File: src/rtl/wb_stage_param.sv
// rtl/wb_stage_param.sv - RV writeback stage: source select, load extract, single-entry output register
// Optional feature macro: WB_INSTRET_EN (64-bit retired-instruction counter on instret)
module wb_stage_param #(
    parameter int              XLEN   = 32,
    parameter int              REG_AW = 5,
    parameter logic [XLEN-1:0] RST_PC = '0
) (
    input  logic              CLK,
    input  logic              RES,
    input  logic              in_valid,
    output logic              in_ready,
    input  logic [XLEN-1:0]   in_pc,
    input  logic [31:0]       in_inst,
    input  logic [XLEN-1:0]   in_alu,
    input  logic [XLEN-1:0]   in_mem_data,
    input  logic              rf_ready,
    output logic              rf_we,
    output logic [REG_AW-1:0] rf_waddr,
    output logic [XLEN-1:0]   rf_wdata,
    output logic              fwd_valid,
    output logic [REG_AW-1:0] fwd_rd,
    output logic [XLEN-1:0]   fwd_data,
    output logic              retire,
    output logic [XLEN-1:0]   wb_pc,
    output logic              exc_misalign,
    output logic              exc_illegal,
    output logic [63:0]       instret
);

    localparam int OB   = $clog2(XLEN / 8);
    localparam bit IS64 = (XLEN == 64);

    localparam logic [6:0] OPC_LUI       = 7'b0110111;
    localparam logic [6:0] OPC_AUIPC     = 7'b0010111;
    localparam logic [6:0] OPC_OP        = 7'b0110011;
    localparam logic [6:0] OPC_OP_IMM    = 7'b0010011;
    localparam logic [6:0] OPC_OP_32     = 7'b0111011;
    localparam logic [6:0] OPC_OP_IMM_32 = 7'b0011011;
    localparam logic [6:0] OPC_JAL       = 7'b1101111;
    localparam logic [6:0] OPC_JALR      = 7'b1100111;
    localparam logic [6:0] OPC_LOAD      = 7'b0000011;
    localparam logic [6:0] OPC_BRANCH    = 7'b1100011;
    localparam logic [6:0] OPC_STORE     = 7'b0100011;
    localparam logic [6:0] OPC_SYSTEM    = 7'b1110011;
    localparam logic [6:0] OPC_FENCE     = 7'b0001111;

    logic [6:0]      opc;
    logic [2:0]      f3;
    logic [OB-1:0]   off;
    logic [XLEN-1:0] shifted;
    logic [XLEN-1:0] ld_data;
    logic            ld_mis, ld_ill;
    logic [XLEN-1:0] dec_data;
    logic            dec_wen, dec_mis, dec_ill;
    logic            unused_bits;

    logic              valid_q, valid_d;
    logic              wen_q, wen_d;
    logic              mis_q, mis_d;
    logic              ill_q, ill_d;
    logic              retire_q, retire_d;
    logic [REG_AW-1:0] rd_q, rd_d;
    logic [XLEN-1:0]   data_q, data_d;
    logic [XLEN-1:0]   pc_q, pc_d;

    logic retire_cond, accept;

    assign opc         = in_inst[6:0];
    assign f3          = in_inst[14:12];
    assign off         = in_alu[OB-1:0];
    assign shifted     = in_mem_data >> {off, 3'b000};
    assign unused_bits = ^in_inst[31:15];

    always_comb begin
        ld_data = '0;
        ld_mis  = 1'b0;
        ld_ill  = 1'b0;
        case (f3)
            3'b000: ld_data = XLEN'($signed(shifted[7:0]));
            3'b100: ld_data = XLEN'(shifted[7:0]);
            3'b001: begin
                ld_data = XLEN'($signed(shifted[15:0]));
                ld_mis  = off[0];
            end
            3'b101: begin
                ld_data = XLEN'(shifted[15:0]);
                ld_mis  = off[0];
            end
            3'b010: begin
                ld_data = XLEN'($signed(shifted[31:0]));
                ld_mis  = (off[1:0] != 2'b00);
            end
            3'b110: begin
                if (IS64) begin
                    ld_data = XLEN'(shifted[31:0]);
                    ld_mis  = (off[1:0] != 2'b00);
                end else begin
                    ld_ill = 1'b1;
                end
            end
            3'b011: begin
                if (IS64) begin
                    ld_data = shifted;
                    ld_mis  = (off != '0);
                end else begin
                    ld_ill = 1'b1;
                end
            end
            default: ld_ill = 1'b1;
        endcase
    end

    // An illegal or misaligned load never writes; x0 writes are dropped with zero data.
    always_comb begin
        dec_wen  = 1'b0;
        dec_data = '0;
        dec_mis  = 1'b0;
        dec_ill  = 1'b0;
        case (opc)
            OPC_LUI, OPC_AUIPC, OPC_OP, OPC_OP_IMM: begin
                dec_wen  = 1'b1;
                dec_data = in_alu;
            end
            OPC_OP_32, OPC_OP_IMM_32: begin
                if (IS64) begin
                    dec_wen  = 1'b1;
                    dec_data = in_alu;
                end else begin
                    dec_ill = 1'b1;
                end
            end
            OPC_JAL, OPC_JALR: begin
                dec_wen  = 1'b1;
                dec_data = in_pc + XLEN'(4);
            end
            OPC_LOAD: begin
                dec_wen  = !ld_ill && !ld_mis;
                dec_data = ld_data;
                dec_mis  = ld_mis && !ld_ill;
                dec_ill  = ld_ill;
            end
            OPC_BRANCH, OPC_STORE, OPC_SYSTEM, OPC_FENCE: begin
                dec_wen = 1'b0;
            end
            default: dec_ill = 1'b1;
        endcase
        if (in_inst[11:7] == 5'd0) begin
            dec_wen = 1'b0;
        end
        if (!dec_wen) begin
            dec_data = '0;
        end
    end

    assign retire_cond = valid_q && (!wen_q || rf_ready);
    assign in_ready    = !valid_q || retire_cond;
    assign accept      = in_valid && in_ready;

    always_comb begin
        valid_d  = valid_q;
        wen_d    = wen_q;
        mis_d    = mis_q;
        ill_d    = ill_q;
        rd_d     = rd_q;
        data_d   = data_q;
        pc_d     = pc_q;
        retire_d = retire_cond;
        if (accept) begin
            valid_d = 1'b1;
            wen_d   = dec_wen;
            mis_d   = dec_mis;
            ill_d   = dec_ill;
            rd_d    = REG_AW'(in_inst[11:7]);
            data_d  = dec_data;
            pc_d    = in_pc;
        end else if (retire_cond) begin
            valid_d = 1'b0;
        end
    end

    always_ff @(posedge CLK or negedge RES) begin
        if (!RES) begin
            valid_q  <= 1'b0;
            wen_q    <= 1'b0;
            mis_q    <= 1'b0;
            ill_q    <= 1'b0;
            rd_q     <= '0;
            data_q   <= '0;
            pc_q     <= RST_PC;
            retire_q <= 1'b0;
        end else begin
            valid_q  <= valid_d;
            wen_q    <= wen_d;
            mis_q    <= mis_d;
            ill_q    <= ill_d;
            rd_q     <= rd_d;
            data_q   <= data_d;
            pc_q     <= pc_d;
            retire_q <= retire_d;
        end
    end

    assign rf_we        = valid_q && wen_q;
    assign rf_waddr     = rd_q;
    assign rf_wdata     = data_q;
    assign fwd_valid    = rf_we;
    assign fwd_rd       = rf_waddr;
    assign fwd_data     = rf_wdata;
    assign retire       = retire_q;
    assign wb_pc        = pc_q;
    assign exc_misalign = valid_q && mis_q;
    assign exc_illegal  = valid_q && ill_q;

`ifdef WB_INSTRET_EN
    logic [63:0] instret_q, instret_d;

    assign instret_d = retire_q ? instret_q + 64'd1 : instret_q;

    always_ff @(posedge CLK or negedge RES) begin
        if (!RES) begin
            instret_q <= '0;
        end else begin
            instret_q <= instret_d;
        end
    end

    assign instret = instret_q;
`else
    assign instret = '0;
`endif

endmodule

File: config.mk
export PLATFORM = sky130hd
export DESIGN_NAME = wb_stage_param
export DESIGN_NICKNAME = d
export VERILOG_FILES = /design/src/rtl/wb_stage_param.sv
export SDC_FILE = /design/constraint.sdc
export NUM_CORES = 1
export LEC_CHECK = 0
export ABC_AREA = 1
export CORE_MARGIN = 3
export CORE_UTILIZATION = 44
export DETAILED_ROUTE_END_ITERATION = 7
export PLACE_DENSITY = 0.88
export SLEW_MARGIN = 20
export SYNTH_ARGS = -nofsm -noshare
export SYNTH_HDL_FRONTEND = slang
export SYNTH_SLANG_ARGS = --single-unit
File: constraint.sdc
create_clock -name CLK -period 3.7 [get_ports CLK]
set_input_delay 0.74 -clock CLK [delete_from_list [all_inputs] [get_ports CLK]]
set_output_delay 0.74 -clock CLK [all_outputs]
set_load 0.01 [all_outputs]
== After elaboration in Yosys (flattened, before gate mapping) ==
Index checks and enable logic that the tools add are counted.
Word-level totals
  register bits: 74
  output and inout bits: 176
Cells by class
  mux-type cells: 11
  add/subtract/negate cells: 1
  shift-type cells: 1
  equality and inequality tests: 15
  reductions and logical operators: 22
Operator list (count)
  32-bit one-hot mux with 5 select lines: 1
  32-bit one-hot mux with 3 select lines: 1
  32-bit by 3-bit adder with 32-bit output (second input constant): 1
  32-bit 2-to-1 mux: 1
  32-bit by 5-bit right shift with 32-bit output: 1
  7-bit == test (second input constant): 4
  7-bit by 6-bit == test with 1-bit output (second input constant): 3
  7-bit by 5-bit == test with 1-bit output (second input constant): 2
  10-bit OR reduction: 1
  7-bit by 2-bit == test with 1-bit output (second input constant): 1
  7-bit by 4-bit == test with 1-bit output (second input constant): 1
  1-bit logical AND: 7
  3-bit == test (second input constant): 2
  1-bit one-hot mux with 2 select lines: 3
  6-bit OR reduction: 1
  5-bit logical NOT: 1
  1-bit 2-to-1 mux: 5
  5-bit OR reduction: 1
  2-bit nonzero test: 2
  2-bit OR reduction: 2
  4-bit OR reduction: 1
  3-bit by 1-bit == test with 1-bit output (second input constant): 1
  3-bit by 2-bit == test with 1-bit output (second input constant): 1
  1-bit logical NOT: 3
  other kinds (2): 3

== Depth between registers and ports, before layout ==
Gate-level depths: netlist (run 1).
  word-level depth: 8
  gate-level depth with buffers: 11
  mapped depth without buffers: 11

== Worst setup path before layout (run 1) ==
Ideal clock, no wire load.
  path kind: input port to flip-flop
  from: input in_pc[2]
  to: register data_q[18] (netlist: fwd_data[18])
  required time: 3584 ps
  setup slack: 1860 ps
  arrival: 1724 ps
  stages on the path: 10
  cells stage by stage: ha_1 nand2_1 nor2_1 nand2_1 nor2_1 nand3_1 nand3_1 nand3_1 nand2_1 nand2_1
On the way
  word-level cells in the longest chain between the ends: 3
Ends and longest elaborated chain
  start, declared: RTL line 12  | input logic [XLEN-1:0] in_pc,
  32-bit by 3-bit adder with 32-bit output: RTL line 134  | dec_data = in_pc + XLEN'(4);
  32-bit one-hot mux with 3 select lines: RTL line 119  | case (opc)
  32-bit 2-to-1 mux: RTL line 150  | if (!dec_wen) begin
  end signal, assigned: RTL line 197  | data_q <= data_d;
  end, declared: RTL line 63  | logic [XLEN-1:0] data_q, data_d;
Every way passes these cells.
A chain may end at the register's enable or synchronous reset.

== Worst setup path in the final report (run 1) ==
  from: input rf_ready
  to: output in_ready
On the way
  word-level cells in the longest chain between the ends: 3
Ends and longest elaborated chain
  start, declared: RTL line 16  | input logic rf_ready,
  1-bit logical OR: RTL line 155  | assign retire_cond = valid_q && (!wen_q || rf_ready);
  1-bit logical AND: RTL line 155
  1-bit logical OR: RTL line 156  | assign in_ready = !valid_q || retire_cond;
  end, declared: RTL line 11  | output logic in_ready,
Every way passes these cells.

==> flow_summary.ini, run 1 <==
[synthesis]
seq_area_frac_synth_pct = 31.3
synth_seq_cells = 74
synth_top_area_share_pct = 31.3
avgSynthCellArea_um2 = 6.30
synth_top_area_cell = dfrtp_1
netlist_area_um2 = 5930
yosysWarnings = 0
synthCells = 940
ys_top_cells_by_area = dfrtp_1 31%, nand2_1 24%, buf_4 14%
synth.distinct_cells = 28

[routing]
drtAntennaViolNets = 0
via_count = 6384
drc = 0
drtIter0Drc = 503
wirelength_um = 20700
drtPass1Iterations = 5
avgRoutedWirePerCell_um = 16.1
post_drt_via_cell_ratio = 4.96

[global_routing]
track_usage_pct = 27.5
grt_max_degree = 75
grt_pass1_wl_um = 31800
grt_pass1_vias = 5981
grt_antenna_before_repair = 0
grt.overflow.total = 0

[clocking]
clk_pin_slew_ns = 0.06
clock_path_buffers = 2
cts_post_setup_buffers_inserted = 0
cts-resized-gates = 0
cts_sinks = 74
cts_root_buf = clkbuf_16
cts_made_buffers = 9
htree_levels = 3
postCtsHoldBufs = 0
cts_tree = done
insertion_delay_ns = 0.33

[run_status]
status = finished, final reports clean

[timing]
fin_setup_tns_ns = 0
min_period_ns = 2.69
drv_slew = 0
finalSetupViolCount = 0
worst_pin_slew_ns = 0.951
clock_skew_ns = 0.00875
period_share_pct = 72.7
relSlewSlack_pct = 36.6
grt_setup_unrepaired = no
hold_viol_final = 0
fin_hold_ws_ns = 0.471
fmax_mhz = 372

[worst_setup_path]
critical_path_arrival_ns = 1.95
cp-end-kind = output pin
crit_required_ns = 2.96
critPathMaxFanout = 2
critical_path_class = in -> out
crit_path_start_kind = input port

[pwr]
vdd_drop_max_mv = 0.228
p_per_area_nw_per_um2 = 278
p_total_mw = 2.23
p_leak_nw = 3.94

[floorplanning]
start_util_pct = 46.0
core_area_um2 = 12900
std_cell_rows = 41
fp.dieH_um = 122
die_w_um = 122
num_io_pins = 308
die_area_um2 = 14900

[final_layout]
finalInstanceArea_um2 = 8010
area_delta_synth_final_pct = 35.2
drive_gt1_share_pct = 3.68
nFillCells = 1238
nNetsFinal = 1242
n_antenna_cell = 0

[placement]
portBuffers = 226
dpl_cell_area_um2 = 7730
gp_congestion = 0.956
dp.final_hpwl_um = 16800

[job]
cap_violations = 0

[min_path]
min_path_type = reg -> reg
[sequential cells by signal, summed over array words and instances (netlist names)]
| register | count |
|---|---|
| ill_q | 1 |
| fwd_rd | 5 |
| wen_q | 1 |
| wb_pc | 32 |
| retire | 1 |
| fwd_data | 32 |
| valid_q | 1 |
| mis_q | 1 |
[layer usage]
metal | track usage [%] | up-vias | wire length (um)
met2 | 46.9 | 323 | 10100
met3 | 5.15 | 28 | 1650
met4 | 5.46 | 0 | 338
li1 | - | 3124 | -
met1 | 36.5 | 2909 | 8650
met5 | 0 | - | 0
[critical path, stage by stage]
cell and delay [ns]:
clkdlybuf4s50_1 0.44, nor2_2 0.20, inv_1 0.08, clkdlybuf4s50_1 0.49
[cell type report]
| class | instances | area [um^2] | area share, % |
|---|---|---|---|
| Clock inverter | 6 | 51.3 | 0.640 |
| Sequential cell | 74 | 1850 | 23.1 |
| Inverter | 70 | 263 | 3.28 |
| Multi-Input combinational cell | 721 | 3080 | 38.4 |
| Timing Repair Buffer | 233 | 2320 | 29.0 |
| Clock buffer | 10 | 229 | 2.86 |
| Tap cell | 172 | 215 | 2.69 |
[layout by cell type (no fill, tap or decap)]
| cell type | count |
|---|---|
| dfrtp_1 | 74 |
| clkdlybuf4s50_1 | 225 |
| nand3_2 | 3 |
| clkbuf_1 | 1 |
| buf_12 | 1 |
| o31ai_1 | 1 |
| nor2_2 | 2 |
| conb_1 | 64 |
| nor2_1 | 81 |
| o211ai_1 | 13 |
| clkinvlp_4 | 1 |
| buf_4 | 7 |
| nand2_1 | 384 |
| nor2_8 | 1 |
| nor3_1 | 1 |
| a21oi_1 | 15 |
| o21ai_1 | 2 |
| o22ai_1 | 1 |
| inv_6 | 1 |
| o31ai_2 | 1 |
| a21oi_4 | 1 |
| o21ai_0 | 44 |
| a21boi_0 | 1 |
| inv_2 | 5 |
| clkinv_4 | 4 |
| nor2_4 | 3 |
| nor3_2 | 2 |
| nand3_1 | 99 |
| inv_1 | 65 |
| nand3b_1 | 1 |
| clkbuf_16 | 9 |
| ha_1 | 1 |
[Yosys cell counts]
library cell  number
a21boi_0           1
a21oi_1           15
a21oi_4            1
buf_2             20
buf_4            107
buf_6              4
clkbuf_1           7
conb_1             1
dfrtp_1           74
ha_1               1
inv_1             66
inv_2              4
nand2_1          384
nand3_1           99
nand3_2            3
nand3b_1           1
nor2_1            82
nor2_2             1
nor2_4             3
nor2_8             1
nor3_1             1
nor3_2             2
o211ai_1          13
o21ai_0           44
o21ai_1            2
o22ai_1            1
o31ai_1            1
o31ai_2            1
[kinds of logic (layout without fill, tap and decap cells)]
group           after synthesis  in the layout  synth area share (%)
other cells                   1             64                0.0633
compound gates               79             79                  7.64
fa+ha+maj                     1              1                 0.211
buf+inv                     208            319                  20.9
simple gates                577            577                  39.9
flops                        74             74                  31.3
[final timing paths]
path                                 from      endpoint  slack [ns]  depth (start not counted)
worst max-delay path             rf_ready      in_ready        1.01                          4
worst min-delay path            wb_pc[10]     wb_pc[10]        0.47                          2
worst max register to register    valid_q     wb_pc[19]        1.76                          7
worst min register to register  wb_pc[10]     wb_pc[10]        0.47                          2
max in group asynchronous             RES  fwd_data[18]        2.53                          1
min in group asynchronous             RES     wb_pc[28]        0.56                          1
[through the flow]
| step | instances | util (%) | setup WS (ns) |
|---|---|---|---|
| finish | 1286 | 62.2 | 1.01 |
| global route | 1286 | 62.2 | 0.925 |
| detailed placement | 1270 | 60.0 | 0.783 |
| floorplan | 1003 | - | 1.86 |
| global placement | 1270 | 60.0 | 0.834 |
| CTS | 1286 | 62.2 | 1.00 |
[where the power goes]
part	internal, mW	leakage, nW	total, mW	switching (mW)
clock	0.462	0.133	0.828	0.367
combinational	0.246	2.85	0.528	0.282
sequential	0.850	0.958	0.873	0.0233
Power figures use the tool's default switching activity.
==> run 2, diff against run 1 <==
--- a/config.mk
+++ b/config.mk
@@ -7,9 +7,9 @@
 export LEC_CHECK = 0
 export ABC_AREA = 1
 export CORE_MARGIN = 3
-export CORE_UTILIZATION = 44
+export CORE_UTILIZATION = 37
 export DETAILED_ROUTE_END_ITERATION = 7
-export PLACE_DENSITY = 0.88
+export PLACE_DENSITY = 0.79
 export SLEW_MARGIN = 20
 export SYNTH_ARGS = -nofsm -noshare
 export SYNTH_HDL_FRONTEND = slang
==> constraint.sdc (replaced) <==
create_clock -name CLK -period 2.3 [get_ports CLK]
set_input_delay 0.46 -clock CLK [delete_from_list [all_inputs] [get_ports CLK]]
set_output_delay 0.46 -clock CLK [all_outputs]
set_load 0.01 [all_outputs]
==> run 2 against run 1 <==
Critical endpoint unchanged. Hold slack worse by 0.41 ns. Wire length is 2.4% higher. Worst setup slack worse by 0.79 ns. Largest cell class unchanged.
==> flow_summary.ini, run 2 (synthesis gave the netlist of run 1 again) <==
[run_status]
status = finished, final reports clean

[worst_setup_path]
slowest_stage = clkdlybuf4s50_1
crit_top_cell = clkdlybuf4s50_1
ff2ff_path_depth = 7
critical_path_class = in -> out
critPathMaxFanout = 2
crit_path_start_kind = input port
crit_path_cell_trace = clkdlybuf4s50_1 > nor2_2 > inv_1 > clkdlybuf4s50_1
reg2reg_slack_ns = 0.76
cp-end-kind = output pin
critical_path_arrival_ns = 1.62
crit_required_ns = 1.84
slowest_delay_ns = 0.48

[final_layout]
mostFrequentLayoutCell = nand2_1
area_delta_synth_final_pct = 42.0
fin_util_pct = 54.6
ff_latch_area_um2 = 1850
drive_gt1_share_pct = 6.94
n_antenna_cell = 0
nFillCells = 1567
multi_input_area_um2 = 3080
final_cell_mix = 384 x nand2_1, 225 x clkdlybuf4s50_1, 99 x nand3_1
nNetsFinal = 1280

[floorplanning]
die_w_um = 133
std_cell_rows = 45
die_area_um2 = 17600
core_area_um2 = 15400
fp.dieH_um = 133
start_util_pct = 38.4
num_io_pins = 308

[clocking]
insertion_delay_ns = 0.34
cts_root_buf = clkbuf_16
clk_pin_slew_ns = 0.06
htree_levels = 3
cts_post_setup_buffers_inserted = 0
clock_path_buffers = 2
postCtsHoldBufs = 0
cts-resized-gates = 0
cts_made_buffers = 9
cts_tree = done
cts_sinks = 74

[pwr]
p_sw_share_pct = 28.5
power_frac_seq_pct = 37.2
clkPwrFrac_pct = 39.1
p_int_mw = 2.70
p_per_area_nw_per_um2 = 449
p_comb_share_pct = 23.6
vdd_drop_max_mv = 0.351
power_switching_mw = 1.07
p_leak_nw = 4.15

[placement]
gp_congestion = 0.977
dp.final_hpwl_um = 17600
place_ws_ns = -0.0741
portBuffers = 226

[timing]
fin_setup_tns_ns = 0
fin_hold_ws_ns = 0.0652
fmax_mhz = 481
clock_skew_ns = 0.00849
worst_pin_slew_ns = 0.522
period_share_pct = 90.4
relSlewSlack_pct = 65.0
grt_setup_unrepaired = no
hold_viol_final = 0
min_period_ns = 2.08
drv_slew = 0
finalSetupViolCount = 0
fin_ws_ns = 0.220

[routing]
drc = 0
drtPass1Iterations = 5
drtIter0Drc = 506
wirelength_um = 21200
drtAntennaViolNets = 0
avgRoutedWirePerCell_um = 15.6
via_count = 6406
post_drt_via_cell_ratio = 4.70

[min_path]
min_path_type = in -> async

[global_routing]
grt_max_degree = 53
grt_pass1_wl_um = 33100
grt_pass1_vias = 6091
track_usage_pct = 23.6
grt_antenna_before_repair = 0
grt.overflow.total = 0

[job]
cap_violations = 0
run 2: cell types whose count changed in the layout (fill, tap and decap cells not counted), sizes merged:
cell	delta
buf	+38
clkbuf	+1
clkinv	-2
inv	-1
bufinv	+1
clkinvlp	+1
run 2: worst max-delay path: cells and delay by family:
kind,cells,cell delay (ns)
buffers and inverters,3,0.98
AND/OR/NAND/NOR,1,0.18
run 2: final timing paths:
path / from / end
worst max-delay path: rf_ready / in_ready
worst min-delay path: RES / wb_pc[22]
worst max register to register: wen_q / fwd_data[23]
worst min register to register: wb_pc[0] / wb_pc[0]
max in group asynchronous: RES / fwd_data[27]
min in group CLK: wb_pc[0] / wb_pc[0]
run 2: cell type report:
type	instances	area share [%]
flip-flops and latches	74	22.0
multi-input cells	721	36.5
well taps	211	3.14
inverters	70	3.12
clock inverters	5	0.743
clock buffers	11	3.00
repair buffers	271	31.5
run 2: per-stage QoR:
| stage | area [um^2] | power (mW) | instances |
|---|---|---|---|
| 2_1_floorplan | 6160 | 1.88 | 1003 |
| 3_3_place_gp | 8100 | 2.31 | 1347 |
| 3_5_place_dp | 8100 | 2.32 | 1347 |
| 4_1_cts | 8420 | 3.79 | 1363 |
| 5_1_grt | 8420 | 3.93 | 1363 |
| 6_report | 8420 | 3.78 | 1363 |
run 2: power groups by stage:
stage	Combinational (mW)	Clock, mW	Sequential (mW)
floorplan	0.418	0	1.46
global placement	0.881	0	1.43
detailed placement	0.888	0	1.43
CTS	0.891	1.49	1.41
global route	0.974	1.54	1.41
finish	0.893	1.48	1.41
run 2: layer usage:
metal	GRT usage [%]	part of all wire (%)	vias to the layer above
li1	-	-	3192
met1	31.2	43	2893
met2	41.0	49	300
met3	4.26	7.0	21
met4	3.87	1.1	0
met5	0	0	-
==> run 3, diff against run 2 <==
--- a/config.mk
+++ b/config.mk
@@ -6,10 +6,11 @@
 export NUM_CORES = 1
 export LEC_CHECK = 0
 export ABC_AREA = 1
+export CAP_MARGIN = 20
 export CORE_MARGIN = 3
-export CORE_UTILIZATION = 37
+export CORE_UTILIZATION = 41
 export DETAILED_ROUTE_END_ITERATION = 7
-export PLACE_DENSITY = 0.79
+export PLACE_DENSITY = 0.83
 export SLEW_MARGIN = 20
 export SYNTH_ARGS = -nofsm -noshare
 export SYNTH_HDL_FRONTEND = slang
==> constraint.sdc (replaced) <==
create_clock -name CLK -period 2.1 [get_ports CLK]
set_input_delay 0.42 -clock CLK [delete_from_list [all_inputs] [get_ports CLK]]
set_output_delay 0.42 -clock CLK [all_outputs]
set_load 0.01 [all_outputs]
==> run 3 against run 2 <==
Hold slack worse by 0.028 ns. Final cell count shrank 1.1%. Cell area increased by 1.1%. Via count grew 2.1%. Count of clock-buffer cells in the layout decreased by 1. Clock power increased by 7%. Sequential share of layout area fell by 0.23 points. Register-to-register slack worse by 0.29 ns. Critical path type unchanged. Largest power group unchanged.
==> flow_summary.ini, run 3 (synthesis gave the netlist of run 1 again) <==
[run_status]
status = finished, final reports clean

[floorplanning]
num_io_pins = 308
die_area_um2 = 15900
die_w_um = 126
start_util_pct = 42.4
core_area_um2 = 14000
fp.dieH_um = 126
std_cell_rows = 43

[clocking]
insertion_delay_ns = 0.34
cts_post_setup_buffers_inserted = 0
cts_sinks = 74
clk_pin_slew_ns = 0.06
clock_path_buffers = 2
postCtsHoldBufs = 0
cts_root_buf = clkbuf_16
cts_made_buffers = 9
htree_levels = 3
cts_tree = done

[pwr]
p_leak_nw = 4.23
vdd_drop_max_mv = 0.356
clkPwrFrac_pct = 38.3
p_sw_share_pct = 28.5
p_per_area_nw_per_um2 = 485
p_comb_share_pct = 24.3
power_frac_seq_pct = 37.4
p_int_mw = 2.95
power_switching_mw = 1.18

[routing]
drtIter0Drc = 545
avgRoutedWirePerCell_um = 15.5
via_count = 6541
drtPass1Iterations = 5
drtAntennaViolNets = 0
post_drt_via_cell_ratio = 4.85
wirelength_um = 20900
drc = 0

[worst_setup_path]
critPathMaxFanout = 2
critical_path_arrival_ns = 1.60
critical_path_class = in -> out
crit_path_start_kind = input port
cp-end-kind = output pin
crit_required_ns = 1.68

[timing]
fin_ws_ns = 0.0823
clock_skew_ns = 0.00737
hold_viol_final = 0
worst_pin_slew_ns = 0.612
min_period_ns = 2.02
finalSetupViolCount = 0
grt_setup_unrepaired = no
period_share_pct = 96.1
relSlewSlack_pct = 59.1
fin_setup_tns_ns = 0
drv_slew = 0
fmax_mhz = 496

[placement]
placed_cells = 1332
dp.final_hpwl_um = 17300
place_ws_ns = -0.170
gp_congestion = 0.940
portBuffers = 226

[global_routing]
track_usage_pct = 26.0
grt_pass1_vias = 6123
grt.overflow.total = 0
grt_pass1_wl_um = 32900
grt_max_degree = 56
grt_antenna_before_repair = 0

[final_layout]
n_antenna_cell = 0
finalNonFillerCells = 1348
fin_util_pct = 60.8
area_delta_synth_final_pct = 43.6
drive_gt1_share_pct = 8.22
final_cell_mix = 384 x nand2_1, 225 x clkdlybuf4s50_1, 99 x nand3_1
nNetsFinal = 1296
mostFrequentLayoutCell = nand2_1

[job]
cap_violations = 0

[min_path]
min_path_type = in -> async
## run 3: timing repair
action	4_1_cts	5_1_grt
setup endpoints to repair	0	3
hold endpoints to repair	0	0
gates resized for setup	0	1
## run 3: power groups by stage
| stage | Sequential [mW] | Combinational (mW) | Clock [mW] |
|---|---|---|---|
| 2_1_floorplan | 1.60 | 0.458 | 0 |
| 3_3_place_gp | 1.56 | 0.989 | 0 |
| 3_5_place_dp | 1.57 | 0.998 | 0 |
| 4_1_cts | 1.54 | 1.00 | 1.60 |
| 5_1_grt | 1.55 | 1.10 | 1.66 |
| 6_report | 1.54 | 1.00 | 1.58 |
## run 3: cell type report
class / count / area [um^2]
tap: 180 / 225
clock buffer: 10 / 239
timing repair buffer: 287 / 2780
multi-input combinational: 721 / 3080
inverter: 70 / 263
fill: 1391 / 5480
clock inverter: 6 / 65.1
sequential: 74 / 1850
## run 3: routing by layer
layer / routed length, um / track usage [%] / vias to the layer above
li1: - / - / 3228
met1: 8900 / 35.6 / 3007
met2: 10100 / 43.0 / 282
met3: 1570 / 4.37 / 24
met4: 377 / 6.18 / 0
met5: 0 / 0 / -
## run 3: through the flow
stage / power, mW / cell area [um^2] / hold slack (ns)
2_1_floorplan: 2.05 / 6160 / 0.124
3_3_place_gp: 2.55 / 8200 / 0.395
3_5_place_dp: 2.56 / 8200 / 0.407
4_1_cts: 4.14 / 8500 / 0.0519
5_1_grt: 4.31 / 8510 / 0.0692
6_report: 4.13 / 8510 / 0.0373
## run 3: worst max-delay path, cell delays in order
cell	delay, ns
clkdlybuf4s50_1	0.44
nor2_2	0.18
inv_1	0.08
clkdlybuf4s50_1	0.48
## run 3: worst paths after layout
check | start | end | slack, ns | cells after the start
max | rf_ready | in_ready | 0.08 | 4
min | RES | wb_pc[20] | 0.04 | 1
max reg2reg | valid_q | wb_pc[27] | 0.47 | 7
min reg2reg | wb_pc[10] | wb_pc[10] | 0.48 | 2
max in group asynchronous | RES | fwd_data[31] | 1.49 | 2
min in group CLK | wb_pc[10] | wb_pc[10] | 0.48 | 2
